File: config.mk
export PLATFORM = sky130hd
export DESIGN_NAME = axi_rd_arbiter_flat
export DESIGN_NICKNAME = d
export VERILOG_FILES = /design/src/rtl/axi_rd_arbiter_if.sv /design/src/rtl/axi_rd_arbiter.sv /design/src/flat_wrapper.sv
export SDC_FILE = /design/constraint.sdc
export NUM_CORES = 1
export LEC_CHECK = 0
export ABC_AREA = 1
export BUFFER_PORTS_ARGS = -buffer_cell sky130_fd_sc_hd__clkbuf_2
export CORE_AREA = 2 2 381 383
export DETAILED_ROUTE_END_ITERATION = 8
export DIE_AREA = 0 0 383 385
export GPL_TIMING_DRIVEN = 0
export SLEW_MARGIN = 20
export SYNTH_ARGS = -nofsm -noshare
export SYNTH_HDL_FRONTEND = slang
export SYNTH_SLANG_ARGS = --single-unit
File: constraint.sdc
create_clock -name clk -period 1.8 [get_ports clk]
set_input_delay 0.09 -clock clk [delete_from_list [all_inputs] [get_ports clk]]
set_output_delay 0.09 -clock clk [all_outputs]
set_load 0.05 [all_outputs]
File: src/rtl/axi_rd_arbiter_if.sv
// ---------------------------------------------------------------------------
// axi_rd_arbiter_if : request/return bundle shared by the I and D refill
//                     paths and the downstream AXI read port.
// Revision 1.0
// ---------------------------------------------------------------------------
`default_nettype none

interface axi_rd_arbiter_if #(
  parameter int ADDR_W = 32,
  parameter int DATA_W = 256
);
  logic              i_rd_req;
  logic              i_rd_type;
  logic [ADDR_W-1:0] i_rd_addr;
  logic              i_rd_rdy;
  logic              i_ret_valid;
  logic              i_ret_half;
  logic [DATA_W-1:0] i_ret_data;

  logic              d_rd_req;
  logic              d_rd_type;
  logic [ADDR_W-1:0] d_rd_addr;
  logic              d_rd_rdy;
  logic              d_ret_valid;
  logic              d_ret_half;
  logic [DATA_W-1:0] d_ret_data;

  logic              axi_rd_req;
  logic              axi_rd_type;
  logic [ADDR_W-1:0] axi_rd_addr;
  logic              axi_rd_rdy;
  logic              axi_ret_valid;
  logic              axi_ret_half;
  logic [DATA_W-1:0] axi_ret_data;

  // Arbiter view
  modport master (
    input  i_rd_req, i_rd_type, i_rd_addr,
    output i_rd_rdy, i_ret_valid, i_ret_half, i_ret_data,
    input  d_rd_req, d_rd_type, d_rd_addr,
    output d_rd_rdy, d_ret_valid, d_ret_half, d_ret_data,
    output axi_rd_req, axi_rd_type, axi_rd_addr,
    input  axi_rd_rdy, axi_ret_valid, axi_ret_half, axi_ret_data
  );

  // Requester / downstream view
  modport slave (
    output i_rd_req, i_rd_type, i_rd_addr,
    input  i_rd_rdy, i_ret_valid, i_ret_half, i_ret_data,
    output d_rd_req, d_rd_type, d_rd_addr,
    input  d_rd_rdy, d_ret_valid, d_ret_half, d_ret_data,
    input  axi_rd_req, axi_rd_type, axi_rd_addr,
    output axi_rd_rdy, axi_ret_valid, axi_ret_half, axi_ret_data
  );
endinterface

`default_nettype wire

File: src/rtl/axi_rd_arbiter.sv
// ---------------------------------------------------------------------------
// axi_rd_arbiter : round-robin I/D refill arbiter onto one AXI read port,
//                  one outstanding read, with grant/contention counters.
// Revision 1.0
// ---------------------------------------------------------------------------
`default_nettype none

module axi_rd_arbiter #(
  parameter int ADDR_W  = 32,
  parameter int DATA_W  = 256,
  parameter int CNT_W   = 32,
  parameter bit D_FIRST = 1'b1
) (
  input  logic                clk,
  input  logic                reset,
  axi_rd_arbiter_if.master    bus,
  output logic [CNT_W-1:0]    cnt_i_grant,
  output logic [CNT_W-1:0]    cnt_d_grant,
  output logic [CNT_W-1:0]    cnt_conflict
);

  typedef enum logic [1:0] {
    S_IDLE = 2'd0,
    S_HOLD = 2'd1,
    S_BUSY = 2'd2
  } state_t;

  state_t r_state, w_state_n;
  logic   r_owner, w_owner_n;   // 0 = I, 1 = D
  logic   r_last,  w_last_n;

  logic              w_sel;
  logic              w_req;
  logic              w_accept;
  logic              w_conflict;
  logic              w_ret_en;
  logic [ADDR_W-1:0] w_fwd_addr;
  logic [DATA_W-1:0] w_ret_data;

  always_ff @(posedge clk) begin
    if (reset) begin
      r_state      <= S_IDLE;
      r_owner      <= D_FIRST;
      r_last       <= ~D_FIRST;
      cnt_i_grant  <= '0;
      cnt_d_grant  <= '0;
      cnt_conflict <= '0;
    end else begin
      r_state <= w_state_n;
      r_owner <= w_owner_n;
      r_last  <= w_last_n;
      if (w_accept && !w_sel) cnt_i_grant <= cnt_i_grant + 1'b1;
      if (w_accept &&  w_sel) cnt_d_grant <= cnt_d_grant + 1'b1;
      if (w_conflict)         cnt_conflict <= cnt_conflict + 1'b1;
    end
  end

  always_comb begin
    w_state_n  = r_state;
    w_owner_n  = r_owner;
    w_last_n   = r_last;
    w_sel      = r_owner;
    w_req      = 1'b0;
    w_accept   = 1'b0;
    w_conflict = 1'b0;
    w_ret_en   = 1'b0;
    case (r_state)
      S_IDLE: begin
        // On a tie the requester that did not win last time goes first
        w_sel      = (bus.i_rd_req && bus.d_rd_req) ? ~r_last : bus.d_rd_req;
        w_req      = bus.i_rd_req | bus.d_rd_req;
        w_accept   = w_req & bus.axi_rd_rdy;
        w_conflict = bus.i_rd_req & bus.d_rd_req;
        if (w_req) begin
          w_owner_n = w_sel;
          w_state_n = bus.axi_rd_rdy ? S_BUSY : S_HOLD;
        end
        if (w_accept) w_last_n = w_sel;
      end
      S_HOLD: begin
        w_req      = r_owner ? bus.d_rd_req : bus.i_rd_req;
        w_accept   = w_req & bus.axi_rd_rdy;
        w_conflict = r_owner ? bus.i_rd_req : bus.d_rd_req;
        if (w_accept) begin
          w_last_n  = r_owner;
          w_state_n = S_BUSY;
        end
      end
      S_BUSY: begin
        w_ret_en   = 1'b1;
        w_conflict = r_owner ? bus.i_rd_req : bus.d_rd_req;
        if (bus.axi_ret_valid) w_state_n = S_IDLE;
      end
      default: w_state_n = S_IDLE;
    endcase
  end

  assign w_fwd_addr = w_sel ? bus.d_rd_addr : bus.i_rd_addr;
  assign w_ret_data = w_ret_en ? bus.axi_ret_data : '0;

  assign bus.axi_rd_req  = w_req;
  assign bus.axi_rd_type = w_sel ? bus.d_rd_type : bus.i_rd_type;
  assign bus.axi_rd_addr = w_fwd_addr;

  assign bus.i_rd_rdy = w_accept & ~w_sel;
  assign bus.d_rd_rdy = w_accept &  w_sel;

  // Returns outside BUSY are protocol errors and are simply dropped
  assign bus.i_ret_valid = w_ret_en & ~r_owner & bus.axi_ret_valid;
  assign bus.i_ret_half  = w_ret_en & ~r_owner & bus.axi_ret_half;
  assign bus.i_ret_data  = r_owner ? '0 : w_ret_data;
  assign bus.d_ret_valid = w_ret_en &  r_owner & bus.axi_ret_valid;
  assign bus.d_ret_half  = w_ret_en &  r_owner & bus.axi_ret_half;
  assign bus.d_ret_data  = r_owner ? w_ret_data : '0;

endmodule

`default_nettype wire

File: src/flat_wrapper.sv
// flat-port wrapper written by rule: the top's interface ports become plain ports
module axi_rd_arbiter_flat 
#(
  parameter int ADDR_W  = 32,
  parameter int DATA_W  = 256,
  parameter int CNT_W   = 32,
  parameter bit D_FIRST = 1'b1
)
  (clk, reset, cnt_i_grant, cnt_d_grant, cnt_conflict, bus_i_rd_req, bus_i_rd_type, bus_i_rd_addr, bus_i_rd_rdy, bus_i_ret_valid, bus_i_ret_half, bus_i_ret_data, bus_d_rd_req, bus_d_rd_type, bus_d_rd_addr, bus_d_rd_rdy, bus_d_ret_valid, bus_d_ret_half, bus_d_ret_data, bus_axi_rd_req, bus_axi_rd_type, bus_axi_rd_addr, bus_axi_rd_rdy, bus_axi_ret_valid, bus_axi_ret_half, bus_axi_ret_data);
  axi_rd_arbiter_if #(.ADDR_W(ADDR_W), .DATA_W(DATA_W)) bus_i ();
  input  logic clk;
  input  logic reset;
  output logic [CNT_W-1:0] cnt_i_grant;
  output logic [CNT_W-1:0] cnt_d_grant;
  output logic [CNT_W-1:0] cnt_conflict;
  input wire logic [$bits(bus_i.i_rd_req)-1:0] bus_i_rd_req;
  input wire logic [$bits(bus_i.i_rd_type)-1:0] bus_i_rd_type;
  input wire logic [$bits(bus_i.i_rd_addr)-1:0] bus_i_rd_addr;
  output wire logic [$bits(bus_i.i_rd_rdy)-1:0] bus_i_rd_rdy;
  output wire logic [$bits(bus_i.i_ret_valid)-1:0] bus_i_ret_valid;
  output wire logic [$bits(bus_i.i_ret_half)-1:0] bus_i_ret_half;
  output wire logic [$bits(bus_i.i_ret_data)-1:0] bus_i_ret_data;
  input wire logic [$bits(bus_i.d_rd_req)-1:0] bus_d_rd_req;
  input wire logic [$bits(bus_i.d_rd_type)-1:0] bus_d_rd_type;
  input wire logic [$bits(bus_i.d_rd_addr)-1:0] bus_d_rd_addr;
  output wire logic [$bits(bus_i.d_rd_rdy)-1:0] bus_d_rd_rdy;
  output wire logic [$bits(bus_i.d_ret_valid)-1:0] bus_d_ret_valid;
  output wire logic [$bits(bus_i.d_ret_half)-1:0] bus_d_ret_half;
  output wire logic [$bits(bus_i.d_ret_data)-1:0] bus_d_ret_data;
  output wire logic [$bits(bus_i.axi_rd_req)-1:0] bus_axi_rd_req;
  output wire logic [$bits(bus_i.axi_rd_type)-1:0] bus_axi_rd_type;
  output wire logic [$bits(bus_i.axi_rd_addr)-1:0] bus_axi_rd_addr;
  input wire logic [$bits(bus_i.axi_rd_rdy)-1:0] bus_axi_rd_rdy;
  input wire logic [$bits(bus_i.axi_ret_valid)-1:0] bus_axi_ret_valid;
  input wire logic [$bits(bus_i.axi_ret_half)-1:0] bus_axi_ret_half;
  input wire logic [$bits(bus_i.axi_ret_data)-1:0] bus_axi_ret_data;
  assign bus_i.i_rd_req = bus_i_rd_req;
  assign bus_i.i_rd_type = bus_i_rd_type;
  assign bus_i.i_rd_addr = bus_i_rd_addr;
  assign bus_i_rd_rdy = bus_i.i_rd_rdy;
  assign bus_i_ret_valid = bus_i.i_ret_valid;
  assign bus_i_ret_half = bus_i.i_ret_half;
  assign bus_i_ret_data = bus_i.i_ret_data;
  assign bus_i.d_rd_req = bus_d_rd_req;
  assign bus_i.d_rd_type = bus_d_rd_type;
  assign bus_i.d_rd_addr = bus_d_rd_addr;
  assign bus_d_rd_rdy = bus_i.d_rd_rdy;
  assign bus_d_ret_valid = bus_i.d_ret_valid;
  assign bus_d_ret_half = bus_i.d_ret_half;
  assign bus_d_ret_data = bus_i.d_ret_data;
  assign bus_axi_rd_req = bus_i.axi_rd_req;
  assign bus_axi_rd_type = bus_i.axi_rd_type;
  assign bus_axi_rd_addr = bus_i.axi_rd_addr;
  assign bus_i.axi_rd_rdy = bus_axi_rd_rdy;
  assign bus_i.axi_ret_valid = bus_axi_ret_valid;
  assign bus_i.axi_ret_half = bus_axi_ret_half;
  assign bus_i.axi_ret_data = bus_axi_ret_data;
  axi_rd_arbiter #(.ADDR_W(ADDR_W), .DATA_W(DATA_W), .CNT_W(CNT_W), .D_FIRST(D_FIRST)) u_core (.clk(clk), .reset(reset), .bus(bus_i), .cnt_i_grant(cnt_i_grant), .cnt_d_grant(cnt_d_grant), .cnt_conflict(cnt_conflict));
endmodule
==> results of run 1 <==
[per-layer routing]
layer | share of wire (%) | wire [µm] | GRT usage, %
met2 | 48 | 83400 | 38.8
met5 | 0.43 | 749 | 0
met1 | 38 | 65600 | 24.9
met4 | 3.8 | 6670 | 4.42
met3 | 10 | 17800 | 9.21
[kinds of logic (layout without fill, tap and decap cells)]
logic type / count (synthesis) / in the layout
simple gates: 1214 / 1215
buf+inv: 433 / 1487
flops: 100 / 100
compound gates: 81 / 81
xor+xnor: 20 / 20
fa+ha+maj: 7 / 7
other cells: 0 / 28
[worst max-delay path, stage by stage (launching register included)]
cell,delay [ns]
dfxtp_2,0.33
inv_2,0.07
ha_4,0.21
nand2_8,0.12
buf_12,0.18
buf_16,0.20
buf_12,0.18
nor2_4,0.18
buf_8,0.18
[path summary, 6_finish.rpt]
check,cells after the start,start,to
worst min register to register,2,u_core.r_last$_SDFFE_PP0P_,u_core.r_last$_SDFFE_PP0P_
worst max-delay path,8,u_core.r_state[0]$_SDFFE_PP0P_,bus_i_ret_data[98]
worst max register to register,13,u_core.r_state[1]$_SDFFE_PP0P_,u_core.cnt_i_grant[9]$_SDFFE_PP0P_
worst min-delay path,4,bus_i_rd_req,u_core.r_owner$_SDFFE_PP1P_
[power groups by stage]
stage / Sequential [µW] / Combinational [µW] / Clock (µW)
after floorplan: 2500 / 7700 / 0
after global placement: 2380 / 13200 / 0
after detailed placement: 2390 / 13200 / 0
after CTS: 2350 / 16200 / 2160
after global routing: 2370 / 20300 / 2220
final: 2360 / 19800 / 2090
[layout make-up]
| type | instances | share of cell area [%] |
|---|---|---|
| Timing Repair Buffer | 1039 | 40.3 |
| Multi-Input combinational cell | 1323 | 30.3 |
| Tap cell | 1903 | 9.37 |
| Sequential cell | 100 | 7.95 |
| Buffer | 87 | 5.36 |
| Inverter | 344 | 5.19 |
| Clock buffer | 10 | 0.940 |
| Antenna cell | 28 | 0.276 |
| Clock inverter | 6 | 0.256 |
| Timing Repair inverter | 1 | 0.0345 |
[per-stage QoR]
step	power [µW]	cells	worst slack [ns]
6_report	24200	4841	-0.374
5_1_grt	24900	4821	-0.429
4_1_cts	20700	4762	-0.428
3_5_place_dp	15600	4733	-1.78
3_3_place_gp	15600	4733	-2.14
2_1_floorplan	10200	1855	-0.0449
[registers in the layout (all words and copies together) (netlist names)]
register             flops
u_core.cnt_i_grant      32
u_core.cnt_conflict     32
u_core.r_owner           1
u_core.cnt_d_grant      32
u_core.r_state           2
u_core.r_last            1
[cell usage in the layout (no fill, tap or decap), types with 28 or more instances in the layout]
| cell | netlist | final |
|---|---|---|
| nor2_1 | 716 | 397 |
| buf_12 | 0 | 100 |
| diode_2 | 0 | 28 |
| clkbuf_8 | 0 | 110 |
| clkbuf_2 | 0 | 482 |
| nand3_1 | 67 | 67 |
| buf_8 | 0 | 131 |
| buf_6 | 4 | 142 |
| inv_1 | 337 | 335 |
| dfxtp_1 | 100 | 90 |
| a21oi_1 | 56 | 56 |
| nand2_1 | 374 | 346 |
| clkbuf_16 | 0 | 60 |
| nor2_2 | 10 | 94 |
| buf_4 | 7 | 45 |
| nor2_4 | 2 | 237 |
| clkbuf_4 | 0 | 48 |
[timing repair]
item                                    CTS  global route
endpoints found under the hold margin     0             0
buffers inserted                          5            34
gates cloned                              8            19
endpoints found under the setup margin  631           645
gates resized for setup                 863          1651
pin swaps                                10            19
==> flow_summary.toml, run 1 <==
[pwr]
power_density_mw_per_mm2 = 954
ir_drop_mv = 0.556
clkPwrFrac_pct = 8.6
seq_power_share_pct = 9.7
p_switching_uw = 14300
sw_frac_of_total_pct = 58.9
comb_power_share_pct = 81.6
p_int_uw = 9970
p_leak_uw = 0.0118

[synthesis]
yosys.area.top_type_share_pct = 29.1
synthArstFlopShare_pct = 0
netlist_area_mm2 = 0.00924
synth_edf_count = 0
synthTopCellsByCount = "716 x nor2_1, 374 x nand2_1, 337 x inv_1"
yosys-top-cells-area = "nor2_1 29%, dfxtp_1 22%, nand2_1 15%, inv_1 14%, nand3_1 3.6%"
synth_top_area_cell = "nor2_1"
synth-compound-area-share_pct = 4.63
synth.most_common_cell = "nor2_1"
synth_simple_gate_area_share_pct = 52.2
ys_ff_latch = 100
synthDistinctLibCells = 35
synthAdderAreaFrac_pct = 0.947
seq_area_frac_synth_pct = 21.7
synth-xor-area-share_pct = 1.89
synth_flop_cell = "dfxtp_1"
syn_inst = 1855
synth_mux_area_share_pct = 0
synth_top_family_by_area = "simple AND/OR/NAND/NOR gates"
synth_nets = 2191
yosysWarnings = 0
syn_area_per_cell_um2 = 4.98

[drt]
via_per_inst = 3.53
drt_iter0_markers = 1160
drc = 0
drt_pre_antenna_iters = 5
routed_wl_mm = 174
avgRoutedWirePerCell_um = 36.0
antenna_left = 0
vias = 17104

[grt]
grtUsageTotal_pct = 22.1
grt_first_pass_wirelength_mm = 199
grt_pass1_vias = 15042
grt_antenna_before_repair = 150
grt_max_degree = 20
grt_overflow_total = 0

[finish]
final_cell_area_mm2 = 0.0254
ff_latch_area_mm2 = 0.00202
layout-drive-gt1-share_pct = 52.3
nets = 3241
syn2layout_area_growth_pct = 175
fillers = 16358
multi_input_area_mm2 = 0.00771
final_core_util_pct = 17.8

[worst_setup_path]
worstPathMaxFanout = 10
required_ns = 1.71
end_kind = "output port"
critical_path_arrival_ns = 2.08
cp-start-kind = "register"
crit_type = "register to output port"
reg2reg_slack_ns = -0.20

[clock_network]
clk_latency_ns = 0.38
htreeDepth = 3
cts_buffers = 9
clkSinkCount = 100
cts.clk_slew.worst_paths_ns = 0.08
cts_tree = "yes"
cts-root-buf = "clkbuf_16"
cts_buffer_depth = 2
holdBufCountCts = 0

[sta]
fmaxAchievable_ghz = 0.460
holdWs_ns = 0.121
slew_headroom_pct = 47.8
final_hold_viol_count = 0
post-route-period-util_pct = 121
slew_viol_final = 0
rsz0062_at_grt = "yes"
clock_skew_ns = 0.0114
tns_ns = -138.80
setup_viol = 615
worst_pin_slew_ns = 0.784
layout_setup_ws_ns = -0.374
min_period_ns = 2.17

[run]
cap_violations = 0

[floorplanning]
die_h_um = 385
num_rows = 139
initial_utilization_pct = 6.46
core-area_mm2 = 0.143
ios = 977
die-area_mm2 = 0.147
die_w_um = 383

[placed_design]
place_congestion = 1.07
portBuffers = 975
dpl.hpwl_mm = 157
place_area_mm2 = 0.0165

[run_status]
outcome = "finished, violations left"
violations = "setup timing"

[worst_hold_path]
min_path_type = "input pin to register"
Note: power is estimated with default switching activity, not from simulation.
==> run 2: changes to the inputs <==
--- a/config.mk
+++ b/config.mk
@@ -12,4 +12,5 @@
 export DIE_AREA = 0 0 383 385
 export GPL_TIMING_DRIVEN = 0
+export RECOVER_POWER = 50
 export SLEW_MARGIN = 20
 export SYNTH_ARGS = -nofsm -noshare
==> constraint.sdc (replaced) <==
create_clock -name clk -period 1.8 [get_ports clk]
set_input_delay 0.27 -clock clk [delete_from_list [all_inputs] [get_ports clk]]
set_output_delay 0.27 -clock clk [all_outputs]
set_load 0.05 [all_outputs]
==> flow_summary.toml, run 2 (synthesis gave the netlist of run 1 again) <==
[run_status]
outcome = "finished, violations left"
violations = "setup timing"

[pwr]
power_density_mw_per_mm2 = 981
ir_drop_mv = 0.711
p_leak_uw = 0.0111

[sta]
final_hold_viol_count = 0
setup_viol = 642
slew_headroom_pct = 34.0
rsz0062_at_grt = "yes"
slew_viol_final = 0
layout_setup_ws_ns = -0.495
worst_pin_slew_ns = 0.990
min_period_ns = 2.30
fmaxAchievable_ghz = 0.436
post-route-period-util_pct = 128
clock_skew_ns = 0.0142

[placed_design]
dpl.hpwl_mm = 159
placed_cells = 4733
pre_cts_ws_ns = -1.46
place_congestion = 1.06
portBuffers = 975

[finish]
reg_top3 = "u_core.cnt_conflict (32), u_core.cnt_d_grant (32), u_core.cnt_i_grant (32)"
final_common_cell = "clkbuf_2"
layout.cells.non_filler = 4809
nets = 3225
mostFrequentLayoutCells = "604 x clkbuf_2, 356 x nor2_1, 335 x inv_1"
syn2layout_area_growth_pct = 149
layout-drive-gt1-share_pct = 54.1
fillers = 16578

[clock_network]
cts_buffer_depth = 2
cts-root-buf = "clkbuf_16"
cts_buffers = 9
htreeDepth = 3
clkSinkCount = 100
clk_latency_ns = 0.40
cts.clk_slew.worst_paths_ns = 0.08
cts_tree = "yes"

[grt]
grt_overflow_total = 0
grt_pass1_vias = 14876
grt_first_pass_wirelength_mm = 202
grt_max_degree = 22
grt_antenna_before_repair = 63
grtUsageTotal_pct = 22.3

[worst_setup_path]
reg2reg_to = "u_core.cnt_d_grant[22]$_SDFFE_PP0P_"
crit_chain = "inv_4, ha_4, nand2_8, clkbuf_16, buf_12, nor2_2, clkbuf_4"
reg2regPathDepth = 13
reg2reg_slack_ns = -0.23
cpPeakStageDelay_ns = 0.35
end_kind = "output port"
required_ns = 1.53
crit_type = "register to output port"
slowest_stage = "clkbuf_4"
critical_path_arrival_ns = 2.03
r2r-start = "u_core.r_state[1]$_SDFFE_PP0P_"
cp-start-kind = "register"
worstPathMaxFanout = 10

[floorplanning]
die_w_um = 383
ios = 977
die_h_um = 385
initial_utilization_pct = 6.46
die-area_mm2 = 0.147
core-area_mm2 = 0.143
num_rows = 139

[drt]
drt_iter0_markers = 1063
antenna_left = 0
routed_wl_mm = 173
via_per_inst = 3.38
vias = 16266
drt_pre_antenna_iters = 7
drc = 0
avgRoutedWirePerCell_um = 35.9

[worst_hold_path]
min_from = "bus_i_rd_req"
hold_depth = 4
min_path_type = "input pin to register"
hold_end = "u_core.r_owner$_SDFFE_PP1P_"

[run]
cap_violations = 0
==> run 2: cell types whose count changed in the layout (fill, tap and decap cells not counted), sizes merged <==
| cell | change |
|---|---|
| buf | -151 |
| clkbuf | +134 |
| clkinv | +4 |
| clkinvlp | -2 |
| diode | -16 |
| inv | -1 |
==> run 2: power breakdown <==
part,leakage [µW],internal [µW],total [µW],switching (µW)
combinational,0.0101,5440,18100,12600
clock,0.000151,1000,2140,1130
sequential,0.000810,2280,2370,82.0
==> run 2: worst max-delay path: cells and delay by family (launching register included) <==
kind          cells  cell delay [ns]
simple gates      2             0.21
fa+ha+maj         1             0.21
buf+inv           4             0.80
flops             1             0.34
==> run 2: what timing repair did <==
action / 4_1_cts / 5_1_grt
hold buffers: 0 / 0
buffers inserted: 11 / 25
resized for setup: 564 / 958
setup endpoints to repair: 642 / 647
gates cloned: 4 / 10
pin swaps: 9 / 27
==> run 2: per-layer routing <==
metal	GRT usage, %	part of all wire (%)
met1	26.4	41
met2	36.9	46
met3	11.0	11
met4	3.38	2.2
met5	0	0.13
==> run 2: cell type report <==
cell class                      count  area [µm²]  area share [%]
Timing Repair Buffer             1023        8390            36.4
Multi-Input combinational cell   1323        7410            32.2
Tap cell                         1903        2380            10.3
Sequential cell                   100        2020            8.77
Inverter                          344        1320            5.74
Buffer                             87        1140            4.97
Clock buffer                        9         225           0.978
Clock inverter                      7        86.3           0.375
Antenna cell                       12        30.0           0.130
Timing Repair inverter              1        16.3          0.0707
==> run 2: worst max-delay path by stage <==
stage | from | endpoint | slack (ns) | cells after the start
2_1_floorplan | u_core.r_state[0]$_SDFFE_PP0P_ | bus_d_ret_data[100] | -0.22 | 6
3_3_place_gp | u_core.r_state[0]$_SDFFE_PP0P_ | bus_d_ret_data[97] | -1.46 | 7
3_5_place_dp | u_core.r_state[0]$_SDFFE_PP0P_ | bus_d_ret_data[97] | -1.46 | 7
4_1_cts | u_core.r_state[1]$_SDFFE_PP0P_ | bus_axi_rd_addr[6] | -0.62 | 10
5_1_grt | u_core.r_state[1]$_SDFFE_PP0P_ | bus_axi_rd_addr[6] | -0.55 | 9
6_report | u_core.r_state[0]$_SDFFE_PP0P_ | bus_i_ret_data[132] | -0.50 | 7
==> run 2: stage by stage <==
stage / power [µW] / util [%] / TNS [ns] / area, µm² / hold WS [ns]
6_report: 22600 / 16.1 / -211.92 / 23000 / 0.281
5_1_grt: 23300 / 16.1 / -253.70 / 23000 / 0.334
4_1_cts: 20200 / 14.1 / -293.21 / 20200 / 0.259
3_5_place_dp: 16000 / 12.2 / -517.10 / 17400 / 0.488
3_3_place_gp: 16000 / 12.2 / -511.39 / 17400 / 0.469
2_1_floorplan: 10700 / - / -48.62 / 10200 / 0.451
